$ cat src/rtl/tpg_pattern_sequencer_pkg.sv
// Shared types and constants for the test-pattern sequencer.
package tpg_seq_pkg;

  localparam int unsigned DEF_PATTERN_W = 8;
  localparam int unsigned DEF_DWELL_W   = 8;
  localparam int unsigned DEF_FCNT_W    = 16;

  localparam logic [DEF_PATTERN_W-1:0] PAT_BORDER = 8'd1;
  localparam logic [DEF_PATTERN_W-1:0] PAT_RAMP   = 8'd4;

  typedef enum logic [1:0] {
    SNAP_IDLE   = 2'd0,
    SNAP_ARM    = 2'd1,
    SNAP_ACTIVE = 2'd2,
    SNAP_DONE   = 2'd3
  } snap_state_e;

endpackage

$ cat src/rtl/tpg_pattern_sequencer_if.sv
// Control/status bundle between the host/timing side and the sequencer.
interface tpg_pattern_sequencer_if
  import tpg_seq_pkg::*;
#(
  parameter int unsigned PATTERN_W = DEF_PATTERN_W,
  parameter int unsigned DWELL_W   = DEF_DWELL_W,
  parameter int unsigned FCNT_W    = DEF_FCNT_W
);

  logic                 enable_i;
  logic                 mode_i;
  logic [PATTERN_W-1:0] manual_pattern_i;
  logic [PATTERN_W-1:0] first_pattern_i;
  logic [PATTERN_W-1:0] last_pattern_i;
  logic [DWELL_W-1:0]   dwell_frames_i;
  logic                 vsync_start_i;
  logic                 frame_end_i;
  logic                 snap_req_i;
  logic [PATTERN_W-1:0] pattern_o;
  logic                 pattern_update_o;
  logic [FCNT_W-1:0]    frame_count_o;
  logic                 snap_busy_o;
  logic                 snap_done_o;

  modport master (
    output enable_i, mode_i, manual_pattern_i, first_pattern_i, last_pattern_i,
           dwell_frames_i, vsync_start_i, frame_end_i, snap_req_i,
    input  pattern_o, pattern_update_o, frame_count_o, snap_busy_o, snap_done_o
  );

  modport slave (
    input  enable_i, mode_i, manual_pattern_i, first_pattern_i, last_pattern_i,
           dwell_frames_i, vsync_start_i, frame_end_i, snap_req_i,
    output pattern_o, pattern_update_o, frame_count_o, snap_busy_o, snap_done_o
  );

endinterface

$ cat src/rtl/tpg_pattern_sequencer_snap_fsm.sv
// One-frame snapshot handshake; freeze_c holds the pattern while armed or capturing.
module tpg_snap_fsm
  import tpg_seq_pkg::*;
(
  input  logic clk_i,
  input  logic resetb_i,
  input  logic snap_req_i,
  input  logic vsync_start_i,
  input  logic frame_end_i,
  output logic snap_busy_o,
  output logic snap_done_o,
  output logic freeze_c
);

  snap_state_e state_q;

  // Snapshot state machine with registered busy/done outputs.
  always_ff @(posedge clk_i or negedge resetb_i) begin
    if (!resetb_i) begin
      state_q     <= SNAP_IDLE;
      snap_busy_o <= 1'b0;
      snap_done_o <= 1'b0;
    end else begin
      snap_done_o <= 1'b0;
      unique case (state_q)
        SNAP_IDLE: begin
          if (snap_req_i) state_q <= SNAP_ARM;
        end
        SNAP_ARM: begin
          if (vsync_start_i) begin
            state_q     <= SNAP_ACTIVE;
            snap_busy_o <= 1'b1;
          end
        end
        SNAP_ACTIVE: begin
          // A completed frame wins; a vsync without frame_end means the capture is lost.
          if (frame_end_i) begin
            state_q     <= SNAP_DONE;
            snap_busy_o <= 1'b0;
          end else if (vsync_start_i) begin
            state_q     <= SNAP_IDLE;
            snap_busy_o <= 1'b0;
          end
        end
        SNAP_DONE: begin
          snap_done_o <= 1'b1;
          state_q     <= SNAP_IDLE;
        end
        default: begin
          state_q     <= SNAP_IDLE;
          snap_busy_o <= 1'b0;
        end
      endcase
    end
  end

  // Pattern and dwell are held from arming until the captured frame ends.
  assign freeze_c = (state_q == SNAP_ARM) || (state_q == SNAP_ACTIVE);

endmodule

$ cat src/rtl/tpg_pattern_sequencer.sv
// Frame-synchronous pattern-code sequencer (manual / auto-cycle) with snapshot freeze.
module tpg_pattern_sequencer
  import tpg_seq_pkg::*;
#(
  parameter int unsigned          PATTERN_W     = DEF_PATTERN_W,
  parameter int unsigned          DWELL_W       = DEF_DWELL_W,
  parameter int unsigned          FCNT_W        = DEF_FCNT_W,
  parameter logic [PATTERN_W-1:0] RESET_PATTERN = PATTERN_W'(PAT_RAMP)
) (
  input logic                   clk_i,
  input logic                   resetb_i,
  tpg_pattern_sequencer_if.slave bus
);

  logic [PATTERN_W-1:0] pattern_q;
  logic [PATTERN_W-1:0] pat_nxt;
  logic [PATTERN_W-1:0] auto_nxt;
  logic [DWELL_W-1:0]   dwell_q;
  logic [DWELL_W-1:0]   dwell_nxt;
  logic [DWELL_W:0]     dwell_inc;
  logic [DWELL_W:0]     dwell_target;
  logic                 update_q;
  logic [FCNT_W-1:0]    fcnt_q;
  logic                 freeze_c;

  tpg_snap_fsm u_snap_fsm (
    .clk_i         (clk_i),
    .resetb_i      (resetb_i),
    .snap_req_i    (bus.snap_req_i),
    .vsync_start_i (bus.vsync_start_i),
    .frame_end_i   (bus.frame_end_i),
    .snap_busy_o   (bus.snap_busy_o),
    .snap_done_o   (bus.snap_done_o),
    .freeze_c      (freeze_c)
  );

  // Dwell arithmetic carries one extra bit so a lowered dwell setting still expires.
  assign dwell_inc    = {1'b0, dwell_q} + (DWELL_W+1)'(1);
  assign dwell_target = (bus.dwell_frames_i == '0) ? (DWELL_W+1)'(1)
                                                    : {1'b0, bus.dwell_frames_i};

  // Auto-cycle successor: wrap at last, recover to first when out of range or range inverted.
  assign auto_nxt = ((bus.first_pattern_i > bus.last_pattern_i) ||
                     (pattern_q < bus.first_pattern_i) ||
                     (pattern_q >= bus.last_pattern_i)) ? bus.first_pattern_i
                                                        : pattern_q + PATTERN_W'(1);

  // Next pattern and dwell count; updates only take effect on a vsync_start pulse.
  always_comb begin
    pat_nxt   = pattern_q;
    dwell_nxt = dwell_q;
    if (!bus.enable_i) begin
      dwell_nxt = '0;
    end else if (freeze_c) begin
      dwell_nxt = dwell_q;
    end else if (!bus.mode_i) begin
      dwell_nxt = '0;
      if (bus.vsync_start_i) pat_nxt = bus.manual_pattern_i;
    end else if (bus.vsync_start_i) begin
      if (dwell_inc >= dwell_target) begin
        dwell_nxt = '0;
        pat_nxt   = auto_nxt;
      end else begin
        dwell_nxt = dwell_inc[DWELL_W-1:0];
      end
    end
  end

  // Pattern, dwell, update strobe and free-running frame counter registers.
  always_ff @(posedge clk_i or negedge resetb_i) begin
    if (!resetb_i) begin
      pattern_q <= RESET_PATTERN;
      dwell_q   <= '0;
      update_q  <= 1'b0;
      fcnt_q    <= '0;
    end else begin
      pattern_q <= pat_nxt;
      dwell_q   <= dwell_nxt;
      update_q  <= (pat_nxt != pattern_q);
      if (bus.vsync_start_i) fcnt_q <= fcnt_q + FCNT_W'(1);
    end
  end

  assign bus.pattern_o        = pattern_q;
  assign bus.pattern_update_o = update_q;
  assign bus.frame_count_o    = fcnt_q;

endmodule

$ cat src/flat_wrapper.sv
// flat-port wrapper written by rule: the top's interface ports become plain ports
module tpg_pattern_sequencer_flat import tpg_seq_pkg::*;
#(
  parameter int unsigned          PATTERN_W     = DEF_PATTERN_W,
  parameter int unsigned          DWELL_W       = DEF_DWELL_W,
  parameter int unsigned          FCNT_W        = DEF_FCNT_W,
  parameter logic [PATTERN_W-1:0] RESET_PATTERN = PATTERN_W'(PAT_RAMP)
)
  (clk_i, resetb_i, bus_enable_i, bus_mode_i, bus_manual_pattern_i, bus_first_pattern_i, bus_last_pattern_i, bus_dwell_frames_i, bus_vsync_start_i, bus_frame_end_i, bus_snap_req_i, bus_pattern_o, bus_pattern_update_o, bus_frame_count_o, bus_snap_busy_o, bus_snap_done_o);
  tpg_pattern_sequencer_if #(.PATTERN_W(PATTERN_W), .DWELL_W(DWELL_W), .FCNT_W(FCNT_W)) bus_i ();
  input logic clk_i;
  input logic resetb_i;
  input wire logic [$bits(bus_i.enable_i)-1:0] bus_enable_i;
  input wire logic [$bits(bus_i.mode_i)-1:0] bus_mode_i;
  input wire logic [$bits(bus_i.manual_pattern_i)-1:0] bus_manual_pattern_i;
  input wire logic [$bits(bus_i.first_pattern_i)-1:0] bus_first_pattern_i;
  input wire logic [$bits(bus_i.last_pattern_i)-1:0] bus_last_pattern_i;
  input wire logic [$bits(bus_i.dwell_frames_i)-1:0] bus_dwell_frames_i;
  input wire logic [$bits(bus_i.vsync_start_i)-1:0] bus_vsync_start_i;
  input wire logic [$bits(bus_i.frame_end_i)-1:0] bus_frame_end_i;
  input wire logic [$bits(bus_i.snap_req_i)-1:0] bus_snap_req_i;
  output wire logic [$bits(bus_i.pattern_o)-1:0] bus_pattern_o;
  output wire logic [$bits(bus_i.pattern_update_o)-1:0] bus_pattern_update_o;
  output wire logic [$bits(bus_i.frame_count_o)-1:0] bus_frame_count_o;
  output wire logic [$bits(bus_i.snap_busy_o)-1:0] bus_snap_busy_o;
  output wire logic [$bits(bus_i.snap_done_o)-1:0] bus_snap_done_o;
  assign bus_i.enable_i = bus_enable_i;
  assign bus_i.mode_i = bus_mode_i;
  assign bus_i.manual_pattern_i = bus_manual_pattern_i;
  assign bus_i.first_pattern_i = bus_first_pattern_i;
  assign bus_i.last_pattern_i = bus_last_pattern_i;
  assign bus_i.dwell_frames_i = bus_dwell_frames_i;
  assign bus_i.vsync_start_i = bus_vsync_start_i;
  assign bus_i.frame_end_i = bus_frame_end_i;
  assign bus_i.snap_req_i = bus_snap_req_i;
  assign bus_pattern_o = bus_i.pattern_o;
  assign bus_pattern_update_o = bus_i.pattern_update_o;
  assign bus_frame_count_o = bus_i.frame_count_o;
  assign bus_snap_busy_o = bus_i.snap_busy_o;
  assign bus_snap_done_o = bus_i.snap_done_o;
  tpg_pattern_sequencer #(.PATTERN_W(PATTERN_W), .DWELL_W(DWELL_W), .FCNT_W(FCNT_W), .RESET_PATTERN(RESET_PATTERN)) u_core (.clk_i(clk_i), .resetb_i(resetb_i), .bus(bus_i));
endmodule
$ cat config.mk
export PLATFORM = sky130hd
export DESIGN_NAME = tpg_pattern_sequencer_flat
export DESIGN_NICKNAME = d
export VERILOG_FILES = /design/src/rtl/tpg_pattern_sequencer_pkg.sv /design/src/rtl/tpg_pattern_sequencer_if.sv /design/src/rtl/tpg_pattern_sequencer_snap_fsm.sv /design/src/rtl/tpg_pattern_sequencer.sv /design/src/flat_wrapper.sv
export SDC_FILE = /design/constraint.sdc
export NUM_CORES = 1
export LEC_CHECK = 0
export CAP_MARGIN = 20
export CORE_MARGIN = 2
export CORE_UTILIZATION = 25
export DETAILED_ROUTE_END_ITERATION = 10
export GPL_ROUTABILITY_DRIVEN = 0
export PLACE_DENSITY = 0.56
export SYNTH_ARGS = -nofsm -noshare
export SYNTH_HDL_FRONTEND = slang
export SYNTH_HIERARCHICAL = 1
export SYNTH_SLANG_ARGS = --single-unit
$ cat constraint.sdc
create_clock -name clk_i -period 7.74 [get_ports clk_i]
set_input_delay 1.161 -clock clk_i [delete_from_list [all_inputs] [get_ports clk_i]]
set_output_delay 1.161 -clock clk_i [all_outputs]
set_load 0.01 [all_outputs]
## Yosys cells after proc, flatten, opt, wreduce, memory -nomap -nowiden

Index checks and enable logic that the tools add are counted.

| word-level totals | value |
|---|---|
| memory bits (writable) | 0 |
| ROM bits | 0 |
| flip-flop bits (word level) | 37 |
| bits in latches | 0 |
| word-level logic and storage cells | 55 |
| memories | 0 |

| cells by class | value |
|---|---|
| $lt $le $gt $ge | 4 |
| reduce and logical (&&, ||, !) cells | 9 |
| $mul | 0 |
| equality and inequality tests | 9 |
| muxes and demuxes | 23 |
| shifts and indexed selects | 0 |
| div/mod/pow operators | 0 |
| bitwise gates (word level) | 0 |
| $add $sub $neg | 3 |

Operators by type and width:

| operator | count |
|---|---|
| $mux W8 | 13 |
| $add A16 B1 Y16 const B | 1 |
| $add A8 B1 Y9 const B | 1 |
| $ge A9 B9 Y1 | 1 |
| $add A8 B1 Y8 const B | 1 |
| $ge A8 B8 Y1 | 1 |
| $gt A8 B8 Y1 | 1 |
| $logic_not A8 Y1 | 1 |
| $lt A8 B8 Y1 | 1 |
| $mux W2 | 4 |
| $ne A8 B8 Y1 | 1 |
| $pmux W2 S4 | 1 |
| $ne A2 B2 Y1 const B | 3 |
| $reduce_and A3 Y1 | 2 |
| $eq A2 B2 Y1 const B | 2 |
| $mux W1 | 4 |
| $logic_or A1 B1 Y1 | 3 |
| $ne A3 B2 Y1 const B | 1 |
| $ne A3 B3 Y1 const B | 1 |
| $eq A2 B1 Y1 const B | 1 |
| $logic_not A2 Y1 | 1 |
| $pmux W1 S2 | 1 |
| $reduce_and A2 Y1 | 1 |
| $reduce_bool A2 Y1 | 1 |

## Logic depth before layout (Yosys ltp)

Gate-level depths: netlist of the first run.

| depth | value |
|---|---|
| depth in word-level cells | 10 |
| gate-level depth with buffers | 14 |

## By module

The synthesis of the first run kept the hierarchy.

Modules (own cells, without submodules):

| module | seq. area each (µm²) | times used | area an instance (µm²) | cells an instance |
|---|---|---|---|---|
| tpg_pattern_sequencer | 827.0 | 1 | 3,069.2 | 367 |
| tpg_snap_fsm | 100.1 | 1 | 267.8 | 26 |

## Worst setup path after synthesis of the first run

Ideal clock, no wire load.

| path | value |
|---|---|
| path kind | input port to flip-flop |
| start point | in bus_dwell_frames_i[4] |
| end point | reg u_core.update_q (netlist: u_core/bus.pattern_update_o) |
| path slack | 4,196 ps |
| arrival | 3,474 ps |
| stages | 11 |
| buffers on the path | 0 |
| setup time | 70 ps |
| path through | nor4_1 a41o_1 ha_1 nand2b_1 a211oi_1 nor3_1 o41a_1 and2_1 a221o_1 a41o_1 nand4_1 |

| on the way | value |
|---|---|
| longest elaborated chain between the ends | 9 |

RTL lines:

| element | RTL line | text |
|---|---|---|
| from (decl) | flat_wrapper.sv:18 | `input wire logic [$bits(bus_i.dwell_frames_i)-1:0] bus_dwell_frames_i;` |
| $logic_not A8 Y1 | tpg_pattern_sequencer.sv:39 | `assign dwell_target = (bus.dwell_frames_i == '0) ? (DWELL_W+1)'(1)` |
| $mux W8 (*) | tpg_pattern_sequencer.sv:39 |  |
| $ge A9 B9 Y1 (*) | tpg_pattern_sequencer.sv:60 | `if (dwell_inc >= dwell_target) begin` |
| $mux W8 (*) | tpg_pattern_sequencer.sv:60 |  |
| $mux W8 (*) | tpg_pattern_sequencer.sv:59 | `end else if (bus.vsync_start_i) begin` |
| $mux W8 (*) | tpg_pattern_sequencer.sv:56 | `end else if (!bus.mode_i) begin` |
| $mux W8 (*) | tpg_pattern_sequencer.sv:54 | `end else if (freeze_c) begin` |
| $mux W8 (*) | tpg_pattern_sequencer.sv:52 | `if (!bus.enable_i) begin` |
| $ne A8 B8 Y1 (*) | tpg_pattern_sequencer.sv:79 | `update_q <= (pat_nxt != pattern_q);` |
| to (signal assigned) | tpg_pattern_sequencer.sv:79 |  |
| to (decl) | tpg_pattern_sequencer.sv:22 | `logic update_q;` |

Mark *: on every way between the ends. The rest lies on a longest branch, timed or not.
A chain may end at the register's enable or synchronous reset.

## Final worst setup path of the first run

Same ends and word-level chain as after synthesis.

==> results of run 1 <==
worst max-delay path by stage:
| stage | from | to | cells past startpoint |
|---|---|---|---|
| 2_1_floorplan | bus_dwell_frames_i[4] | u_core/bus.pattern_update_o$_DFF_PN0_ | 11 |
| 3_3_place_gp | bus_dwell_frames_i[4] | u_core/bus.pattern_update_o$_DFF_PN0_ | 12 |
| 3_5_place_dp | bus_dwell_frames_i[4] | u_core/bus.pattern_update_o$_DFF_PN0_ | 12 |
| 4_1_cts | bus_dwell_frames_i[4] | u_core/bus.pattern_update_o$_DFF_PN0_ | 12 |
| 5_1_grt | bus_dwell_frames_i[4] | u_core/bus.pattern_update_o$_DFF_PN0_ | 12 |
| 6_report | bus_dwell_frames_i[4] | u_core/bus.pattern_update_o$_DFF_PN0_ | 12 |
synth_stat cells, drive strengths merged (3+ instances only):
| cell type | instances | share of area |
|---|---|---|
| xor2 | 8 | 0.021 |
| clkbuf | 11 | 0.012 |
| nand4 | 8 | 0.015 |
| a31oi | 6 | 0.011 |
| nand3 | 18 | 0.027 |
| and3 | 12 | 0.023 |
| o221ai | 3 | 0.0079 |
| mux2 | 5 | 0.017 |
| a41o | 4 | 0.012 |
| nor3 | 6 | 0.010 |
| a22oi | 4 | 0.0090 |
| buf | 8 | 0.018 |
| nor4 | 4 | 0.0075 |
| xnor2 | 17 | 0.045 |
| a21o | 6 | 0.013 |
| a211oi | 3 | 0.0067 |
| nand2b | 13 | 0.024 |
| dfrtp | 36 | 0.27 |
| inv | 33 | 0.037 |
| a21oi | 18 | 0.028 |
| ha | 39 | 0.15 |
| o21ai | 32 | 0.049 |
| nor2 | 17 | 0.019 |
| nand2 | 33 | 0.039 |
| mux2i | 9 | 0.027 |
| o31ai | 5 | 0.011 |
| nor2b | 9 | 0.018 |
through the flow:
step                      cell area [sq um]   util
after floorplan                        3340      -
after global placement                 4110  0.313
after detailed placement               4110  0.313
after CTS                              4280  0.326
after global routing                   4290  0.326
final                                  4290  0.326
area by class of cell:
| type | count | area (sq um) | share of cell area |
|---|---|---|---|
| inverters | 33 | 124 | 0.0289 |
| well taps | 176 | 220 | 0.0513 |
| repair buffers | 67 | 661 | 0.154 |
| clock inverters | 3 | 46.3 | 0.0108 |
| clock buffers | 5 | 125 | 0.0292 |
| multi-input cells | 304 | 2190 | 0.510 |
| flip-flops and latches | 37 | 927 | 0.216 |
power by group:
group / internal (uW) / total [uW] / switching [uW]
clock network: 153 / 238 / 85.5
logic: 254 / 510 / 256
registers: 244 / 343 / 98.5
total: 651 / 1090 / 440
per-layer routing:
metal	track usage	part of all wire	vias to the layer above
met5	0	0	-
met4	0.0228	0.0081	0
met3	0.0328	0.047	8
met2	0.205	0.46	85
met1	0.177	0.48	1466
li1	-	-	1523
critical path: cells and delay by family:
family / cells / cell delay (ns)
AOI/OAI and AO/OA: 5 / 1.75
and+or+nand+nor: 5 / 1.04
adders and majority gates: 1 / 0.22
buffers and inverters: 1 / 0.47
cells by family (layout without fill, tap and decap cells):
| family | Yosys count | in the layout | share of synthesized area |
|---|---|---|---|
| mux | 14 | 14 | 0.0439 |
| simple gates | 128 | 128 | 0.201 |
| buf+inv | 52 | 108 | 0.0671 |
| flops | 37 | 37 | 0.278 |
| fa+ha+maj | 39 | 39 | 0.146 |
| xor+xnor | 25 | 25 | 0.0656 |
| compound gates | 98 | 98 | 0.198 |
state kept, by name (all words and copies together) (netlist names):
| name | cells |
|---|---|
| u_core/bus.frame_count_o | 16 |
| u_core/u_snap_fsm/snap_busy_o | 1 |
| u_core/bus.pattern_o | 8 |
| u_core/u_snap_fsm/snap_done_o | 1 |
| u_core/dwell_q | 8 |
| u_core/u_snap_fsm/state_q | 2 |
| u_core/bus.pattern_update_o | 1 |
==> flow_metrics.py, run 1 <==
metrics = {
    "status": {
        "status": "complete, no violations",
    },
    "hold_path": {
        "hold_end": "u_core/bus.frame_count_o[15]$_DFFE_PN0P_",
        "min_delay_path_depth": 1,
        "timing.hold.worst.start": "u_core/bus.frame_count_o[15]$_DFFE_PN0P_",
        "min-delay-path-class": "flip-flop to flip-flop",
    },
    "critical_path": {
        "cp_slowest_cell": "sky130_fd_sc_hd__o41a_1",
        "reg2regPathDepth": 13,
        "reg2reg_setup_slack_ns": 4.15,
        "crit_path_cell_trace": "clkdlybuf4s50_1 > nor4_1 > a41o_1 > ha_1 > nand2b_1 > a211oi_1 > nor3_1 > o41a_1 > and2_1 > a221o_1 > a41o_1 > nand4_1",
        "data_required_critical_path_ns": 7.95,
        "path_class": "input pin to flip-flop",
        "slowest_delay_ns": 0.69,
        "rr_endpoint": "u_core/bus.pattern_update_o$_DFF_PN0_",
        "regToRegStartpoint": "u_core/dwell_q[2]$_DFFE_PN0P_",
        "timing.critical_path.mode_cell": "sky130_fd_sc_hd__a41o_1",
        "crit_path_end_kind": "flip-flop",
        "cp_max_fo": 22,
        "worstPathArrival_ns": 4.65,
        "crit_path_start_kind": "input pin",
    },
    "flow_run": {
        "cap_viol_max_count": 0,
    },
    "synthesis": {
        "postSynthCellCount": 393,
        "edff_count_synth": 0,
        "syn_avg_cell_area_sq_um": 8.49,
        "ys_warn_count": 6,
        "ys_dominant_reg_cell": "sky130_fd_sc_hd__dfrtp_1",
        "synth.lib_cells_used.distinct": 59,
        "syn-num-nets": 471,
        "synth_seq_cells": 37,
        "syn-cell-area_sq_um": 3340,
        "seq_area_frac_synth": 0.278,
        "async_reset_ff_frac": 1.00,
    },
    "clock_tree": {
        "cts.hold.buffers_added": 0,
        "cts_buffers": 5,
        "h_tree_depth": 2,
        "cts.sink_count": 37,
        "total_of_cells_resized_after_clock_tree_synthesis": 0,
        "clkTransAtPathRegs_ns": 0.06,
        "cts_root_buffer": "sky130_fd_sc_hd__clkbuf_16",
        "post-cts-setup-buffers": 0,
        "tritoncts": "yes",
        "worstSkewPairLatency_ns": 0.28,
        "cts_max_path_buffers": 2,
    },
    "cells_and_area": {
        "antenna_cells_inserted": 0,
        "nFillCells": 1436,
        "top_library_cells_by_usage_in_the_layout_fill_and_taps_aside": "sky130_fd_sc_hd__clkdlybuf4s50_1, sky130_fd_sc_hd__ha_1, sky130_fd_sc_hd__dfrtp_1",
        "layout.cells.most_common": "sky130_fd_sc_hd__clkdlybuf4s50_1",
        "area_grow_syn2layout_pct": 28.5,
        "layoutNonFillerInstCount": 625,
        "final_net_count": 526,
        "share_of_final_layout_standard_cells_stronger_than_drive_strength_1": 0.0624,
    },
    "power_and_ir_drop": {
        "power_leakage_uw": 0.00196,
        "worst_ir_drop_vdd_v": 0.000111,
        "pwr_density_cell_nw_per_um2": 254,
        "totalPowerFinal_uw": 1090,
    },
    "place": {
        "post-place-ws_ns": 3.01,
        "post-place-cells": 616,
        "detailedPlacementHpwl_um": 6870,
        "io_buffers": 65,
    },
    "floorplanning": {
        "floorplan.die_area_sq_um": 14300,
        "rows": 42,
        "fp.dieW_um": 120,
        "initial_util": 0.254,
        "design.portCount": 66,
        "die_y_um": 120,
        "placeableCoreArea_sq_um": 13100,
    },
    "timing": {
        "maxSlewHeadroom": 0.380,
        "max_clock_freq_ghz": 0.226,
        "maxSlewViolCount": 0,
        "setup_viol_count_final": 0,
        "period_share": 0.572,
        "grt_setup_unrepaired": "no",
        "finalClockSkew_ns": 0.00660,
        "post-route-min-period_ns": 4.43,
        "tightestPinTransition_ns": 0.927,
        "fin_worst_hold_slack_ns": 0.469,
        "final-hold-violation-count": 0,
        "final.setup.worst_slack_ns": 3.31,
        "totalNegativeSetupSlack_ns": 0,
    },
    "drt": {
        "detail_route.drc_violations": 0,
        "routed_wire_per_std_cell_um": 14.5,
        "dr_total_vias": 3082,
        "routed_via_density": 4.93,
        "drt-pass1-iter-count": 4,
        "postRouteWirelength_um": 9090,
        "drt_iter0_markers": 178,
        "detail-route-antenna-nets": 0,
    },
    "global_routing": {
        "first_pass_grt_wire_length_um": 15100,
        "grt_usage": 0.128,
        "number_of_antenna_violations_at_the_first_check_in_global_routing": 0,
        "grt_start_max_net_pins": 38,
        "grt.overflow.total": 0,
        "first_global_vias": 3031,
    },
}
No activity file was read; power rests on OpenSTA's default activity.
==> run 2: changes to the inputs <==
clock period = 4.5 ns   (was 7.74 ns; I/O delays follow)
==> flow_metrics.py, run 2 (synthesis results as in run 1) <==
metrics = {
    "status": {
        "status": "complete, no violations",
    },
    "power_and_ir_drop": {
        "worst_ir_drop_vdd_v": 0.000283,
        "pwr_density_cell_nw_per_um2": 447,
        "power_leakage_uw": 0.00199,
        "seqPwrFrac": 0.298,
        "pwr-share-clk": 0.241,
        "internal_power_uw": 1180,
        "netSwitchingFraction": 0.389,
        "comb_power_share": 0.461,
        "power_switching_uw": 752,
    },
    "clock_tree": {
        "worstSkewPairLatency_ns": 0.28,
        "tritoncts": "yes",
        "cts_buffers": 5,
        "h_tree_depth": 2,
        "cts.sink_count": 37,
        "total_of_cells_resized_after_clock_tree_synthesis": 0,
        "cts.hold.buffers_added": 0,
        "post-cts-setup-buffers": 0,
        "cts_root_buffer": "sky130_fd_sc_hd__clkbuf_16",
        "clkTransAtPathRegs_ns": 0.06,
        "cts_max_path_buffers": 2,
    },
    "timing": {
        "post-route-min-period_ns": 3.74,
        "final.setup.worst_slack_ns": 0.762,
        "period_share": 0.831,
        "totalNegativeSetupSlack_ns": 0,
        "maxSlewViolCount": 0,
        "final-hold-violation-count": 0,
        "grt_setup_unrepaired": "no",
        "finalClockSkew_ns": 0.00745,
        "setup_viol_count_final": 0,
        "maxSlewHeadroom": 0.387,
        "max_clock_freq_ghz": 0.268,
        "tightestPinTransition_ns": 0.920,
    },
    "critical_path": {
        "cp_max_fo": 12,
        "reg2reg_setup_slack_ns": 1.14,
        "crit_path_start_kind": "input pin",
        "crit_path_end_kind": "flip-flop",
        "data_required_critical_path_ns": 4.71,
        "worstPathArrival_ns": 3.95,
        "path_class": "input pin to flip-flop",
    },
    "hold_path": {
        "min-delay-path-class": "flip-flop to flip-flop",
    },
    "global_routing": {
        "number_of_antenna_violations_at_the_first_check_in_global_routing": 0,
        "grt_start_max_net_pins": 38,
        "first_global_vias": 3082,
        "grt_usage": 0.130,
        "grt.overflow.total": 0,
        "first_pass_grt_wire_length_um": 15400,
    },
    "cells_and_area": {
        "final_core_utilization": 0.330,
        "share_of_final_layout_standard_cells_stronger_than_drive_strength_1": 0.0686,
        "layoutNonFillerInstCount": 628,
        "area_grow_syn2layout_pct": 29.9,
        "antenna_cells_inserted": 0,
        "register_cell_area_after_layout_sq_um": 927,
        "final_net_count": 529,
        "multi_input_area_sq_um": 2190,
        "layout.cells.most_common": "sky130_fd_sc_hd__clkdlybuf4s50_1",
        "nFillCells": 1415,
        "top_library_cells_by_usage_in_the_layout_fill_and_taps_aside": "sky130_fd_sc_hd__clkdlybuf4s50_1, sky130_fd_sc_hd__ha_1, sky130_fd_sc_hd__dfrtp_1",
        "largest_register_ffs": 16,
    },
    "floorplanning": {
        "design.portCount": 66,
        "rows": 42,
        "placeableCoreArea_sq_um": 13100,
        "die_y_um": 120,
        "initial_util": 0.254,
        "floorplan.die_area_sq_um": 14300,
        "fp.dieW_um": 120,
    },
    "drt": {
        "routed_wire_per_std_cell_um": 14.5,
        "drt_iter0_markers": 211,
        "detail_route.drc_violations": 0,
        "drt-pass1-iter-count": 4,
        "routed_via_density": 4.93,
        "detail-route-antenna-nets": 0,
        "dr_total_vias": 3099,
        "postRouteWirelength_um": 9110,
    },
    "flow_run": {
        "cap_viol_max_count": 0,
    },
    "place": {
        "post-place-ws_ns": 0.464,
        "detailedPlacementHpwl_um": 6990,
        "io_buffers": 65,
        "post-place-cells": 620,
    },
}
[run 2: cell types whose count changed in the layout (fill, tap and decap cells not counted), sizes merged]
cell / change
clkinvlp: -1
bufinv: +1
inv: +1
buf: +3
clkinv: -1
[run 2: path summary, 6_finish.rpt]
kind,from,to,cells after the start
min reg2reg,u_core/bus.frame_count_o[15]$_DFFE_PN0P_,u_core/bus.frame_count_o[15]$_DFFE_PN0P_,1
max,bus_dwell_frames_i[4],u_core/bus.pattern_update_o$_DFF_PN0_,12
min,u_core/bus.frame_count_o[15]$_DFFE_PN0P_,u_core/bus.frame_count_o[15]$_DFFE_PN0P_,1
min in group asynchronous,resetb_i,u_core/bus.frame_count_o[10]$_DFFE_PN0P_,1
max in group asynchronous,resetb_i,u_core/bus.pattern_o[6]$_DFF_PN0_,1
max reg2reg,u_core/dwell_q[2]$_DFFE_PN0P_,u_core/bus.pattern_update_o$_DFF_PN0_,13
[run 2: per-layer routing]
layer	part of all wire	vias up	GRT usage
li1	-	1531	-
met1	0.47	1477	0.178
met2	0.46	86	0.213
met3	0.061	5	0.0290
met4	0.0048	0	0.0243
met5	0	-	0
[run 2: metrics by stage]
| step | total power (uW) | hold slack (ns) | cell area, sq um |
|---|---|---|---|
| final | 1940 | 0.471 | 4330 |
| after global routing | 2100 | 0.505 | 4330 |
| after CTS | 1960 | 0.472 | 4330 |
| after detailed placement | 1480 | 0.460 | 4140 |
| after global placement | 1460 | 0.455 | 4140 |
| after floorplan | 1130 | 0.379 | 3340 |
[run 2: power by group through the flow]
stage                     Combinational [uW]  Sequential, uW  Clock (uW)
after CTS                                899             578         482
final                                    893             577         466
after global routing                    1010             598         495
after floorplan                          584             542           0
after detailed placement                 894             585           0
after global placement                   878             580           0
[run 2: area by class of cell]
| type | instances | share of cell area |
|---|---|---|
| clock inverters | 3 | 0.0159 |
| flip-flops and latches | 37 | 0.214 |
| multi-input cells | 304 | 0.504 |
| repair buffers | 70 | 0.158 |
| clock buffers | 5 | 0.0289 |
| inverters | 33 | 0.0286 |
| well taps | 176 | 0.0508 |
[run 2: worst max-delay path: stages]
cell,delay (ns)
sky130_fd_sc_hd__clkdlybuf4s50_1,0.46
sky130_fd_sc_hd__nor4_1,0.39
sky130_fd_sc_hd__a41o_1,0.23
sky130_fd_sc_hd__ha_1,0.22
sky130_fd_sc_hd__nand2b_1,0.14
sky130_fd_sc_hd__a211oi_1,0.22
sky130_fd_sc_hd__nor3_1,0.09
sky130_fd_sc_hd__o41a_1,0.59
sky130_fd_sc_hd__and2_1,0.28
sky130_fd_sc_hd__a221o_1,0.36
sky130_fd_sc_hd__a41o_1,0.23
sky130_fd_sc_hd__nand4_1,0.08
==> run 3: changes to the inputs <==
PLACE_DENSITY = 0.57   (was 0.56)
clock period = 3.4 ns   (was 4.5 ns; I/O delays follow)
==> flow_metrics.py, run 3 (synthesis results as in run 1) <==
metrics = {
    "status": {
        "status": "complete, no violations",
    },
    "drt": {
        "detail-route-antenna-nets": 0,
        "routed_via_density": 4.96,
        "drt-pass1-iter-count": 5,
        "dr_total_vias": 3205,
        "postRouteWirelength_um": 9460,
        "drt_iter0_markers": 222,
        "routed_wire_per_std_cell_um": 14.6,
        "detail_route.drc_violations": 0,
    },
    "critical_path": {
        "cp_max_fo": 17,
        "worstPathArrival_ns": 3.37,
        "reg2reg_setup_slack_ns": 0.35,
        "path_class": "input pin to flip-flop",
        "crit_path_start_kind": "input pin",
        "crit_path_end_kind": "flip-flop",
        "reg2regPathDepth": 13,
        "data_required_critical_path_ns": 3.55,
    },
    "timing": {
        "final.setup.worst_slack_ns": 0.172,
        "final-hold-violation-count": 0,
        "maxSlewViolCount": 0,
        "period_share": 0.949,
        "maxSlewHeadroom": 0.412,
        "max_clock_freq_ghz": 0.310,
        "setup_viol_count_final": 0,
        "post-route-min-period_ns": 3.23,
        "finalClockSkew_ns": 0.00864,
        "tightestPinTransition_ns": 0.881,
    },
    "clock_tree": {
        "cts.sink_count": 37,
        "cts_buffers": 5,
        "cts.hold.buffers_added": 0,
        "cts_root_buffer": "sky130_fd_sc_hd__clkbuf_16",
        "cts_max_path_buffers": 2,
        "tritoncts": "yes",
        "clkTransAtPathRegs_ns": 0.06,
        "worstSkewPairLatency_ns": 0.28,
        "h_tree_depth": 2,
    },
    "floorplanning": {
        "design.portCount": 66,
        "rows": 42,
        "die_y_um": 120,
        "fp.dieW_um": 120,
        "floorplan.die_area_sq_um": 14300,
        "placeableCoreArea_sq_um": 13100,
        "initial_util": 0.254,
    },
    "cells_and_area": {
        "final_core_utilization": 0.341,
        "share_of_final_layout_standard_cells_stronger_than_drive_strength_1": 0.106,
        "largest_register_ffs": 16,
        "final_cell_area_sq_um": 4480,
        "top_library_cells_by_usage_in_the_layout_fill_and_taps_aside": "sky130_fd_sc_hd__clkdlybuf4s50_1, sky130_fd_sc_hd__ha_1, sky130_fd_sc_hd__dfrtp_1",
        "antenna_cells_inserted": 0,
        "area_grow_syn2layout_pct": 34.1,
        "final_net_count": 547,
        "nFillCells": 1369,
        "layoutNonFillerInstCount": 646,
        "layout.cells.most_common": "sky130_fd_sc_hd__clkdlybuf4s50_1",
    },
    "global_routing": {
        "first_pass_grt_wire_length_um": 15400,
        "grt.overflow.total": 0,
        "grt_usage": 0.133,
        "grt_start_max_net_pins": 38,
        "number_of_antenna_violations_at_the_first_check_in_global_routing": 0,
        "first_global_vias": 3035,
    },
    "place": {
        "dpl-instance-area_sq_um": 4280,
        "post-place-cells": 638,
        "detailedPlacementHpwl_um": 7410,
        "io_buffers": 65,
        "post-place-ws_ns": -0.193,
    },
    "power_and_ir_drop": {
        "pwr_density_cell_nw_per_um2": 591,
        "worst_ir_drop_vdd_v": 0.000244,
        "power_leakage_uw": 0.00208,
    },
    "hold_path": {
        "min-delay-path-class": "input pin to asynchronous set/reset pin",
    },
    "flow_run": {
        "cap_viol_max_count": 0,
    },
}
-- run 3: cell types whose count changed in the layout (fill, tap and decap cells not counted), sizes merged --
cell	before	now
buf	6	24
-- run 3: layout make-up --
| class | instances | area (sq um) | share of cell area |
|---|---|---|---|
| clock inverters | 3 | 68.8 | 0.0154 |
| well taps | 176 | 220 | 0.0492 |
| inverters | 33 | 124 | 0.0277 |
| flip-flops and latches | 37 | 927 | 0.207 |
| repair buffers | 88 | 818 | 0.183 |
| clock buffers | 5 | 125 | 0.0280 |
| multi-input cells | 304 | 2190 | 0.490 |
-- run 3: worst paths after layout --
path	startpoint	endpoint
worst max-delay path	bus_dwell_frames_i[4]	u_core/bus.pattern_update_o$_DFF_PN0_
worst min-delay path	resetb_i	u_core/bus.frame_count_o[9]$_DFFE_PN0P_
worst max register to register	u_core/dwell_q[2]$_DFFE_PN0P_	u_core/bus.pattern_update_o$_DFF_PN0_
worst min register to register	u_core/bus.frame_count_o[15]$_DFFE_PN0P_	u_core/bus.frame_count_o[15]$_DFFE_PN0P_
max in group asynchronous	resetb_i	u_core/dwell_q[2]$_DFFE_PN0P_
min in group clk_i	u_core/bus.frame_count_o[15]$_DFFE_PN0P_	u_core/bus.frame_count_o[15]$_DFFE_PN0P_
-- run 3: power by group --
part,internal (uW),switching (uW)
combinational,638,705
sequential,557,127
clock,423,195
-- run 3: stage by stage --
step | hold WS, ns | power (uW) | setup TNS [ns]
after floorplan | 0.214 | 1490 | 0
after global placement | 0.458 | 2000 | -0.190
after detailed placement | 0.482 | 2030 | -0.204
after CTS | 0.387 | 2670 | 0
after global routing | 0.413 | 2830 | -0.00780
final | 0.344 | 2640 | 0
-- run 3: metal layers --
layer | track usage | wire, um
met3 | 0.0238 | 557
met5 | 0 | 0
met1 | 0.185 | 4420
met4 | 0.0250 | 63
met2 | 0.218 | 4420
-- run 3: what timing repair did --
item / 4_1_cts / 5_1_grt
setup endpoints to repair: 0 / 1
setup buffers: 0 / 0
resized for setup: 0 / 1
-- run 3: critical path, cell delays in order --
cell                              delay [ns]
sky130_fd_sc_hd__clkdlybuf4s50_1        0.43
sky130_fd_sc_hd__nor4_2                 0.30
sky130_fd_sc_hd__a41o_1                 0.22
sky130_fd_sc_hd__ha_1                   0.22
sky130_fd_sc_hd__nand2b_1               0.13
sky130_fd_sc_hd__a211oi_1               0.22
sky130_fd_sc_hd__nor3_1                 0.09
sky130_fd_sc_hd__o41a_1                 0.42
sky130_fd_sc_hd__buf_4                  0.20
sky130_fd_sc_hd__and3_1                 0.19
sky130_fd_sc_hd__a32oi_1                0.16
sky130_fd_sc_hd__a41o_1                 0.18
sky130_fd_sc_hd__nand4_1                0.10
